<file path="config.mk">
export PLATFORM = sky130hd
export DESIGN_NAME = pipe_stage_elastic
export DESIGN_NICKNAME = d
export VERILOG_FILES = /design/src/rtl/pipe_pkg.sv /design/src/rtl/pipe_slot.sv /design/src/rtl/pipe_stage_elastic.sv
export SDC_FILE = /design/constraint.sdc
export NUM_CORES = 1
export LEC_CHECK = 0
export BUFFER_PORTS_ARGS = -buffer_cell sky130_fd_sc_hd__buf_2
export CAP_MARGIN = 15
export CORE_MARGIN = 10
export CORE_UTILIZATION = 35
export CTS_CLUSTER_DIAMETER = 30
export CTS_CLUSTER_SIZE = 25
export DETAILED_ROUTE_END_ITERATION = 7
export HOLD_SLACK_MARGIN = 0.12
export SYNTH_ARGS = -nofsm -noshare
export SYNTH_HDL_FRONTEND = slang
export SYNTH_HIERARCHICAL = 1
export SYNTH_SLANG_ARGS = --single-unit
</file>
<file path="constraint.sdc">
create_clock -name CLK -period 2.1 [get_ports CLK]
set_input_delay 0.63 -clock CLK [delete_from_list [all_inputs] [get_ports CLK]]
set_output_delay 0.63 -clock CLK [all_outputs]
set_load 0.02 [all_outputs]
</file>
<file path="src/rtl/pipe_pkg.sv">
// Shared definitions for elastic pipeline stages: occupancy states and per-stage widths.
package pipe_pkg;

  localparam int unsigned OCC_W         = 2;
  localparam int unsigned DEF_DATA_W    = 32;
  localparam int unsigned DEF_CTRL_W    = 6;
  localparam int unsigned EX_MEM_DATA_W = 160;
  localparam int unsigned EX_MEM_CTRL_W = 6;

  typedef enum logic [OCC_W-1:0] {
    EMPTY = 2'd0,
    HEAD  = 2'd1,
    FULL  = 2'd2
  } occ_state_e;

endpackage

</file>
<file path="src/rtl/pipe_slot.sv">
// One storage slot of an elastic stage: valid + ctrl + data with flush/load/unload.
module pipe_slot #(
  parameter int unsigned DATA_W        = 32,
  parameter int unsigned CTRL_W        = 6,
  parameter int unsigned ZERO_ON_FLUSH = 1
) (
  input  logic              clk,
  input  logic              rst_n,
  input  logic              flush,
  input  logic              load,
  input  logic              unload,
  input  logic [CTRL_W-1:0] ld_ctrl,
  input  logic [DATA_W-1:0] ld_data,
  output logic              valid,
  output logic [CTRL_W-1:0] ctrl,
  output logic [DATA_W-1:0] data
);

  // Flush beats load beats unload; ctrl is cleared whenever the slot empties.
  always_ff @(posedge clk or negedge rst_n) begin
    if (!rst_n) begin
      valid <= 1'b0;
      ctrl  <= '0;
      data  <= '0;
    end else if (flush) begin
      valid <= 1'b0;
      ctrl  <= '0;
      if (ZERO_ON_FLUSH != 0) data <= '0;
    end else if (load) begin
      valid <= 1'b1;
      ctrl  <= ld_ctrl;
      data  <= ld_data;
    end else if (unload) begin
      valid <= 1'b0;
      ctrl  <= '0;
    end
  end

endmodule

</file>
<file path="src/rtl/pipe_stage_elastic.sv">
// Elastic pipeline stage with 2-entry skid, synchronous flush and valid/ready handshake.
// Optional saturating stall counter enabled by defining PIPE_STALL_CNT_EN.
module pipe_stage_elastic
  import pipe_pkg::*;
#(
  parameter int unsigned DATA_W        = DEF_DATA_W,
  parameter int unsigned CTRL_W        = DEF_CTRL_W,
  parameter int unsigned ZERO_ON_FLUSH = 1
`ifdef PIPE_STALL_CNT_EN
  ,
  parameter int unsigned CNT_W         = 16
`endif
) (
  input  logic              CLK,
  input  logic              RST_N,
  input  logic              CLR,
  input  logic              IN_VALID,
  output logic              IN_READY,
  input  logic [CTRL_W-1:0] IN_CTRL,
  input  logic [DATA_W-1:0] IN_DATA,
  output logic              OUT_VALID,
  input  logic              OUT_READY,
  output logic [CTRL_W-1:0] OUT_CTRL,
  output logic [DATA_W-1:0] OUT_DATA,
  output logic [OCC_W-1:0]  OCC
`ifdef PIPE_STALL_CNT_EN
  ,
  output logic [CNT_W-1:0]  STALL_CNT
`endif
);

  occ_state_e        state_q, state_d;
  logic              head_valid, skid_valid;
  logic [CTRL_W-1:0] head_ctrl, skid_ctrl, head_ld_ctrl;
  logic [DATA_W-1:0] head_data, skid_data, head_ld_data;
  logic              in_fire, out_fire;
  logic              head_load, head_from_skid, head_unload;
  logic              skid_load, skid_unload;

  assign in_fire  = IN_VALID & IN_READY;
  assign out_fire = head_valid & OUT_READY;

  // Next occupancy and slot control; flush overrides any transfer this cycle.
  always_comb begin
    state_d        = state_q;
    head_load      = 1'b0;
    head_from_skid = 1'b0;
    head_unload    = 1'b0;
    skid_load      = 1'b0;
    skid_unload    = 1'b0;
    case (state_q)
      EMPTY: begin
        if (in_fire) begin
          head_load = 1'b1;
          state_d   = HEAD;
        end
      end
      HEAD: begin
        if (in_fire && out_fire) begin
          head_load = 1'b1;
        end else if (in_fire) begin
          skid_load = 1'b1;
          state_d   = FULL;
        end else if (out_fire) begin
          head_unload = 1'b1;
          state_d     = EMPTY;
        end
      end
      FULL: begin
        if (out_fire) begin
          head_load      = 1'b1;
          head_from_skid = 1'b1;
          skid_unload    = 1'b1;
          state_d        = HEAD;
        end
      end
      default: state_d = EMPTY;
    endcase
    if (CLR) state_d = EMPTY;
  end

  always_ff @(posedge CLK or negedge RST_N) begin
    if (!RST_N) state_q <= EMPTY;
    else        state_q <= state_d;
  end

  assign head_ld_ctrl = head_from_skid ? skid_ctrl : IN_CTRL;
  assign head_ld_data = head_from_skid ? skid_data : IN_DATA;

  pipe_slot #(
    .DATA_W        (DATA_W),
    .CTRL_W        (CTRL_W),
    .ZERO_ON_FLUSH (ZERO_ON_FLUSH)
  ) u_head (
    .clk     (CLK),
    .rst_n   (RST_N),
    .flush   (CLR),
    .load    (head_load),
    .unload  (head_unload),
    .ld_ctrl (head_ld_ctrl),
    .ld_data (head_ld_data),
    .valid   (head_valid),
    .ctrl    (head_ctrl),
    .data    (head_data)
  );

  pipe_slot #(
    .DATA_W        (DATA_W),
    .CTRL_W        (CTRL_W),
    .ZERO_ON_FLUSH (ZERO_ON_FLUSH)
  ) u_skid (
    .clk     (CLK),
    .rst_n   (RST_N),
    .flush   (CLR),
    .load    (skid_load),
    .unload  (skid_unload),
    .ld_ctrl (IN_CTRL),
    .ld_data (IN_DATA),
    .valid   (skid_valid),
    .ctrl    (skid_ctrl),
    .data    (skid_data)
  );

  // A bubble must never carry side-effecting control bits downstream.
  assign OUT_VALID = head_valid;
  assign OUT_CTRL  = head_valid ? head_ctrl : '0;
  assign OUT_DATA  = head_data;
  assign IN_READY  = ~skid_valid;
  assign OCC       = state_q;

`ifdef PIPE_STALL_CNT_EN
  logic [CNT_W-1:0] stall_q;

  // Saturating count of stalled head cycles; survives flush, cleared only by reset.
  always_ff @(posedge CLK or negedge RST_N) begin
    if (!RST_N)                                         stall_q <= '0;
    else if (head_valid && !OUT_READY && stall_q != '1) stall_q <= stall_q + CNT_W'(1);
  end

  assign STALL_CNT = stall_q;
`endif

endmodule

</file>
==> results.md, run 1 <==
| Stage | Parameter | This run |
|:---|:---|:---|
| synthesis | Post-Synthesis Mean Instance Area | 9.91 µm² |
| finish | Signed area change from the synthesized netlist to the final layout | 18.7% |
| setup path | R2R Path Start | u_head/valid |
| route | First drt pass iteration count | 4 |
| clock network | Worst-case clock buffer depth | 2 |
| synthesis | Async set or reset register ratio after synthesis | 100% |
| synthesis | Cell variety after synth | 27 |
| sta | Final Slew Violations | 0 |
| synthesis | Synthesized instance count | 396 |
| setup path | Cell class contributing the biggest share of worst-path delay | buffers and inverters |
| setup path | Most common cell type on the critical path | nand2_1 |
| power | Worst IR Drop VDD | 358 µV |
| global route | Pin count of the biggest net entering global routing | 44 |
| setup path | Crit path cell chain | nand4b_1 -> buf_4 -> inv_2 -> buf_12 -> nand2_1 -> nand2_1 -> mux2i_1 -> nor2_1 |
| clock network | Clock latency of the later-clocked register in the worst-skew pair | 0.35 ns |
| clock network | Number of buffers inserted during clock tree synthesis | 9 |
| route | Antenna-violating nets left | 0 |
| worst hold path | Hold/Removal Path Class | in2reg |
| job | Number of violations of the max-capacitance limit | 0 |
| finish | Post-layout net count | 522 |
| global route | Wire length of the first global-routing pass | 15.5 mm |
| setup path | CP startpoint | u_head/valid |
| synthesis | Flip-flop and latch count after synthesis | 80 |
| finish | # diodes | 0 |
| synthesis | Count of flip-flops with a built-in enable after synthesis | 0 |
| setup path | Critical Path RT | 2.33 ns |
| setup path | CP peak stage delay | 0.50 ns |
| setup path | Bufs and invs on worst path | 3 |
| route | DRC marker count from the first detailed-route iteration | 144 |
| sta | # setup viols final | 0 |
| route | Total wirelength of the detailed-routed design | 9.13 mm |
| placement | Placed instance count | 607 |
| placement | Buffers added on ports | 84 |
| finish | Count of filler cells inserted in the layout | 1092 |
| floorplan | Die Footprint | 15800 µm² |
| clock network | Buffer cell driving the clock tree root | clkbuf_8 |
| outcome | Status | complete, no violations |
| sta | Highest attainable clock frequency | 0.520 GHz |
| worst hold path | Source of the worst hold timing path | OUT_READY |
| global route | Antenna violations before repair | 0 |
| power | LEAKAGE | 2.41 nW |
| sta | Rel. slew slack | 69.7% |
| global route | Aggregate global-route resource usage | 11.7% |
| route | Routed via count | 2989 |
| placement | Final GP Congestion | 0.775 |
| global route | Total congestion overflow after global routing | 0 |
| synthesis | Sequential element share of the synthesized area | 51.0% |
| floorplan | Effective utilization at floorplan | 36.0% |
| power | PwrDens | 790 nW/µm² |
| sta | Unrepaired setup endpoints after global routing | no |
| placement | Post-detailed-placement half-perimeter wirelength | 6.55 mm |
| sta | Final cycle utilization of the critical path | 91.5% |
| finish | Share of layout cells above drive strength 1 | 24.4% |
| sta | Count of endpoints failing hold in the final timing report | 0 |
| route | Via density per instance | 4.79 |
| floorplan | Overall die width | 126 µm |
| sta | Min Clock Period, post-route | 1.92 ns |
| synthesis | Count of synthesis-stage warnings from yosys | 6 |
| sta | Tightest Pin Transition | 0.455 ns |
| clock network | Number of sinks on the clock net | 80 |
| placement | Area after DPL | 4470 µm² |
| power | Pwr Total | 0.00368 W |
| clock network | Reg clk slew, reported paths | 0.08 ns |
| route | Remaining DRCs | 0 |
| finish | Non-filler instance count after layout | 624 |
| clock network | Clock tree from TritonCTS | done |
| setup path | Cell with the largest stage delay on the worst path | dfrtp_1 |
| synthesis | Post-synth top flop | dfrtp_1 |
| floorplan | Core box area | 10900 µm² |
| setup path | Worst setup path class | reg2reg |
| sta | Clock skew | 0.00854 ns |
| synthesis | Number of nets produced by synthesis | 439 |
| route | Detail-routed net length per standard cell | 14.6 µm |
| global route | Via count of the first global-routing pass | 3169 |
| floorplan | Vertical die dimension | 126 µm |
| setup path | Max FO, Critical Path | 39 |
| floorplan | Number of rows in the core area | 38 |
| clock network | H-Tree Level Count | 3 |
| sta | Hold slack | 0.483 ns |
| setup path | Endpoint type of the worst setup path | flip-flop |
| setup path | CP Data Arrival Time | 2.15 ns |
| setup path | Crit path launch type | flip-flop |
| finish | Finished layout cell area | 4660 µm² |
| floorplan | Number of placed I/O pins | 85 |
| synthesis | Mapped cell area | 3920 µm² |
==> Yosys cell counts, types with 2 or more instances <==
master | instances | share of area [%]
inv_2 | 3 | 0.29
nor2_1 | 65 | 6.2
nand2b_1 | 3 | 0.48
a21oi_1 | 2 | 0.26
a32o_1 | 12 | 3.1
nor2b_4 | 2 | 0.70
nand2_1 | 117 | 11
and2_1 | 6 | 0.96
nor2b_1 | 2 | 0.32
buf_12 | 6 | 3.1
buf_6 | 5 | 1.4
mux2i_1 | 65 | 17
buf_2 | 12 | 1.5
dfrtp_1 | 80 | 51
inv_1 | 3 | 0.29
nor2_4 | 2 | 0.57
==> flip-flops by register name, summed over array words and instances (netlist names) <==
signal / cells
OCC: 2
u_head/ctrl: 6
u_head/data: 32
u_head/valid: 1
u_skid/ctrl: 6
u_skid/data: 32
u_skid/valid: 1
==> final timing paths <==
check                      cells past startpoint  slack [ns]              end
max                                            8        0.18   u_head/data[8]
min                                            2        0.48           OCC[1]
max reg2reg                                    8        0.18   u_head/data[8]
min reg2reg                                    2        0.52   u_head/data[6]
max in group asynchronous                      3        0.86  u_skid/data[29]
min in group asynchronous                      2        0.67  u_head/data[24]
==> logic make-up (layout without fill, tap and decap cells) <==
kind of cell / Yosys count / in the layout / synth area share [%]
and+or+nand+nor: 202 / 202 / 21.3
DFF: 80 / 80 / 51.0
muxes: 65 / 65 / 16.6
buffers and inverters: 31 / 119 / 6.89
AOI/OAI and AO/OA: 18 / 18 / 4.15
==> worst reg2reg max path, cell delays in order, from the launching register on <==
cell	delay [ns]
dfrtp_1	0.50
nand4b_1	0.18
buf_4	0.40
inv_2	0.21
buf_12	0.20
nand2_1	0.07
nand2_1	0.04
mux2i_1	0.15
nor2_1	0.06
==> layout by cell type, fill, tap and decap left out, types with 2 or more instances in the layout <==
cell / count
nand2_1: 117
buf_2: 83
dfrtp_1: 80
mux2i_1: 65
nor2_1: 65
a32o_1: 12
clkbuf_8: 9
buf_12: 7
and2_1: 6
buf_4: 6
inv_2: 3
nand2b_1: 3
inv_1: 3
clkinv_2: 3
clkbuf_1: 3
nor2_4: 2
nor2b_4: 2
a21oi_1: 2
nor2b_1: 2
==> layout make-up <==
class	instances	area (µm²)	share of cell area, %
clock buffer	12	135	2.90
clock inverter	4	45.0	0.967
inverter	6	22.5	0.484
multi-input combinational	285	1670	35.8
sequential	80	2000	43.0
tap	140	175	3.76
timing repair buffer	97	611	13.1
==> stage by stage <==
step           util, %  setup WS, ns  setup TNS [ns]
4_1_cts           42.8         0.148               0
3_5_place_dp      41.0       -0.0388          -0.398
5_1_grt           42.8       0.00311               0
3_3_place_gp      41.0        0.0159               0
2_1_floorplan        -         0.377               0
6_report          42.8         0.178               0
==> power breakdown <==
part | switching [W] | internal, W
clock | 0.000539 | 0.000545
sequential | 0.0000818 | 0.00167
combinational | 0.000481 | 0.000360
total | 0.00110 | 0.00258
==> timing repair <==
action	in CTS	in global routing
hold buffers	1	0
hold endpoints to repair	13	0
setup buffers	0	0
resized for setup	0	0
==> layer usage <==
metal	global-route usage, %	part of all wire, %
met1	14.1	46
met2	19.1	46
met3	3.52	6.4
met4	5.02	1.6
met5	0	0
(Power assumes the default switching activity.)
==> run 2: changes to the inputs <==
--- a/config.mk
+++ b/config.mk
@@ -8,12 +8,12 @@
 export BUFFER_PORTS_ARGS = -buffer_cell sky130_fd_sc_hd__buf_2
 export CAP_MARGIN = 15
 export CORE_MARGIN = 10
-export CORE_UTILIZATION = 35
+export CORE_UTILIZATION = 51
 export CTS_CLUSTER_DIAMETER = 30
 export CTS_CLUSTER_SIZE = 25
 export DETAILED_ROUTE_END_ITERATION = 7
 export HOLD_SLACK_MARGIN = 0.12
+export PLACE_DENSITY = 0.76
 export SYNTH_ARGS = -nofsm -noshare
 export SYNTH_HDL_FRONTEND = slang
-export SYNTH_HIERARCHICAL = 1
 export SYNTH_SLANG_ARGS = --single-unit
==> run 2 against run 1 <==
  * Synthesized area fell by 7.2%
  * Register-to-register slack improved by 0.10 ns
  * Cell count is 5.6% lower
  * Clock power up 37%
  * Critical path type unchanged
  * Largest cell class unchanged
  * Largest power group unchanged
==> results.md, run 2 <==
| Stage | Parameter | This run | Change |
|:---|:---|:---|:---|
| synthesis | Most common cell in the synthesized netlist | nand2_1 |  |
| setup path | Critical Path RT | 2.34 ns | about the same |
| power | PwrDens | 888 nW/µm² | +12% |
| global route | Total congestion overflow after global routing | 0 | unchanged |
| clock network | Number of buffers inserted during clock tree synthesis | 9 | unchanged |
| global route | Aggregate global-route resource usage | 16.7% | +5.0 points |
| finish | Signed area change from the synthesized netlist to the final layout | 23.4% |  |
| clock network | Clock latency of the later-clocked register in the worst-skew pair | 0.34 ns | about the same |
| clock network | Reg clk slew, reported paths | 0.08 ns | about the same |
| synthesis | Flip-flop and latch count after synthesis | 80 | unchanged |
| synthesis | Post-Synthesis Mean Instance Area | 8.83 µm² | -11% |
| sta | Hold slack | 0.231 ns | -0.251 ns |
| clock network | Post-CTS setup buffer count | 0 | unchanged |
| global route | Antenna violations before repair | 0 | unchanged |
| finish | # diodes | 0 | unchanged |
| power | Worst IR Drop VDD | 491 µV | +37% |
| worst hold path | Hold/Removal Path Class | in2async |  |
| setup path | Worst setup path class | reg2reg |  |
| floorplan | Number of rows in the core area | 30 | -21% |
| floorplan | Vertical die dimension | 104 µm | -17% |
| sta | Min Clock Period, post-route | 1.82 ns | -0.103 ns |
| route | DRC marker count from the first detailed-route iteration | 106 | -26% |
| power | LEAKAGE | 2.13 nW | -12% |
| global route | Via count of the first global-routing pass | 3188 | +0.60% |
| finish | Share of layout cells above drive strength 1 | 25.2% | +0.77 points |
| clock network | Worst-case clock buffer depth | 2 | unchanged |
| route | Detail-routed net length per standard cell | 15.2 µm | +4.2% |
| floorplan | Effective utilization at floorplan | 53.0% | +17 points |
| setup path | Crit path cell chain | and4b_1 -> buf_4 -> buf_4 -> nand2_1 -> a311oi_1 |  |
| placement | Pre-CTS WS | 0.0932 ns | +0.132 ns |
| placement | Final GP Congestion | 0.764 | -1.4% |
| synthesis | Post-synth top flop | dfrtp_1 |  |
| setup path | Max FO, Critical Path | 20 | -49% |
| sta | Clock skew | 0.00726 ns | -0.00128 ns |
| clock network | Number of sinks on the clock net | 80 | unchanged |
| setup path | CP Data Arrival Time | 2.05 ns | -0.10 ns |
| route | Antenna-violating nets left | 0 | unchanged |
| sta | Final Slew Violations | 0 | unchanged |
| setup path | Cell class contributing the biggest share of worst-path delay | buffers and inverters |  |
| outcome | Status | complete, no violations |  |
| route | First drt pass iteration count | 4 | unchanged |
| setup path | Endpoint type of the worst setup path | flip-flop |  |
| sta | Count of endpoints failing hold in the final timing report | 0 | unchanged |
| route | Total wirelength of the detailed-routed design | 8.98 mm | -1.7% |
| sta | Unrepaired setup endpoints after global routing | no |  |
| floorplan | Core box area | 6870 µm² | -37% |
| synthesis | Cell accounting for the most synthesized area | dfrtp_1 |  |
| clock network | Clock tree from TritonCTS | done |  |
| global route | Wire length of the first global-routing pass | 15.1 mm | -2.6% |
| clock network | Post-CTS Hold Buffers | 0 | -1 |
| finish | Finished layout cell area | 4490 µm² | -3.5% |
| sta | Rel. slew slack | 69.3% | -0.34 points |
| finish | Leading cell types in the layout, fill and taps excluded | nand2_1, buf_2, dfrtp_1 |  |
| clock network | Buffer cell driving the clock tree root | clkbuf_8 |  |
| placement | Post-detailed-placement half-perimeter wirelength | 5.98 mm | -8.7% |
| global route | Pin count of the biggest net entering global routing | 81 | +84% |
| synthesis | Area share of the largest cell type after synthesis | 55.0% | +4.0 points |
| synthesis | Sequential element share of the synthesized area | 55.0% | +4.0 points |
| route | Remaining DRCs | 0 | unchanged |
| placement | Area after DPL | 4220 µm² | -5.5% |
| synthesis | Mapped cell area | 3640 µm² | -7.2% |
| route | Via density per instance | 5.22 | +8.9% |
| synthesis | Async set or reset register ratio after synthesis | 100% | unchanged |
| synthesis | Count of flip-flops with a built-in enable after synthesis | 0 | unchanged |
| floorplan | Number of placed I/O pins | 85 | unchanged |
| sta | Final cycle utilization of the critical path | 86.6% | -4.9 points |
| synthesis | Cell variety after synth | 27 | unchanged |
| finish | Registers with the most flip-flops | u_head.data (32), u_skid.data (32) |  |
| finish | Most common cell after layout, fill and taps aside | nand2_1 |  |
| route | Routed via count | 3072 | +2.8% |
| synthesis | Number of nets produced by synthesis | 455 | +3.6% |
| synthesis | Biggest area contributors in the synthesized netlist | dfrtp_1, nand2_1, a311oi_1 |  |
| floorplan | Die Footprint | 10900 µm² | -31% |
| sta | Final worst-path setup slack | 0.281 ns | +0.103 ns |
| setup path | CP peak stage delay | 0.48 ns | -0.02 ns |
| synthesis | Synthesized instance count | 412 | +4.0% |
| clock network | H-Tree Level Count | 3 | unchanged |
| floorplan | Overall die width | 104 µm | -17% |
| setup path | Cell with the largest stage delay on the worst path | dfrtp_1 |  |
| finish | Fraction of the core area covered by cells at the end of the flow | 65.4% | +23 points |
| job | Number of violations of the max-capacitance limit | 0 | unchanged |
| sta | Tightest Pin Transition | 0.460 ns | +0.00506 ns |
| sta | Highest attainable clock frequency | 0.550 GHz | +5.7% |
| finish | Post-layout net count | 531 | +1.7% |
| setup path | Crit path launch type | flip-flop |  |
| placement | Buffers added on ports | 84 | unchanged |
| setup path | Most common cell type on the critical path | buf_4 |  |
| sta | # setup viols final | 0 | unchanged |
| synthesis | Post-synth top cells | nand2_1, dfrtp_1, a21oi_1 |  |
| clock network | Post-cts repair resize count | 0 | unchanged |
| synthesis | Count of synthesis-stage warnings from yosys | 0 | -6 |
| setup path | Bufs and invs on worst path | 2 | -1 |
| sta | Setup TNS Final | 0 ns | unchanged |
-- run 2: area by class of cell --
class                   instances  area [µm²]
clock buffers                  11         141
multi-input cells             295        1490
flip-flops and latches         80        2000
clock inverters                 5         128
well taps                      96         120
fillers                       597        2380
repair buffers                100         606
inverters                       2        7.51
-- run 2: where the power goes --
group,total [W],switching (W),internal [W]
Clock,0.00148,0.000541,0.000943
Sequential,0.00176,0.0000830,0.00167
Combinational,0.000746,0.000468,0.000278
Total,0.00399,0.00109,0.00289
-- run 2: stage by stage --
step           cells  total power [W]
3_3_place_gp     573          0.00252
6_report         589          0.00399
2_1_floorplan    412          0.00224
5_1_grt          589          0.00420
4_1_cts          589          0.00403
3_5_place_dp     573          0.00254
-- run 2: path summary, 6_finish.rpt --
kind	slack [ns]	end	cells after the start	startpoint
worst min-delay path	0.23	u_head.data[0]	1	RST_N
min in group CLK	0.52	u_skid.data[22]	2	u_skid.data[22]
worst max-delay path	0.28	u_head.data[6]	5	OCC[0]
max in group asynchronous	1.32	u_skid.data[18]	2	RST_N
worst min register to register	0.52	u_skid.data[22]	2	u_skid.data[22]
worst max register to register	0.28	u_head.data[6]	5	OCC[0]
-- run 2: cell families after synthesis --
family | share of synthesized area, %
AO/OA/AOI/OAI | 15.1
AND/OR/NAND/NOR | 23.9
multiplexers | 1.86
buffers and inverters | 4.16
flip-flops | 55.0
-- run 2: metal layers --
metal	wire (µm)	up-vias	GRT usage [%]
li1	-	1538	-
met3	604	6	5.27
met1	3900	1427	20.3
met5	0	-	0
met2	4390	101	27.8
met4	80	0	4.67
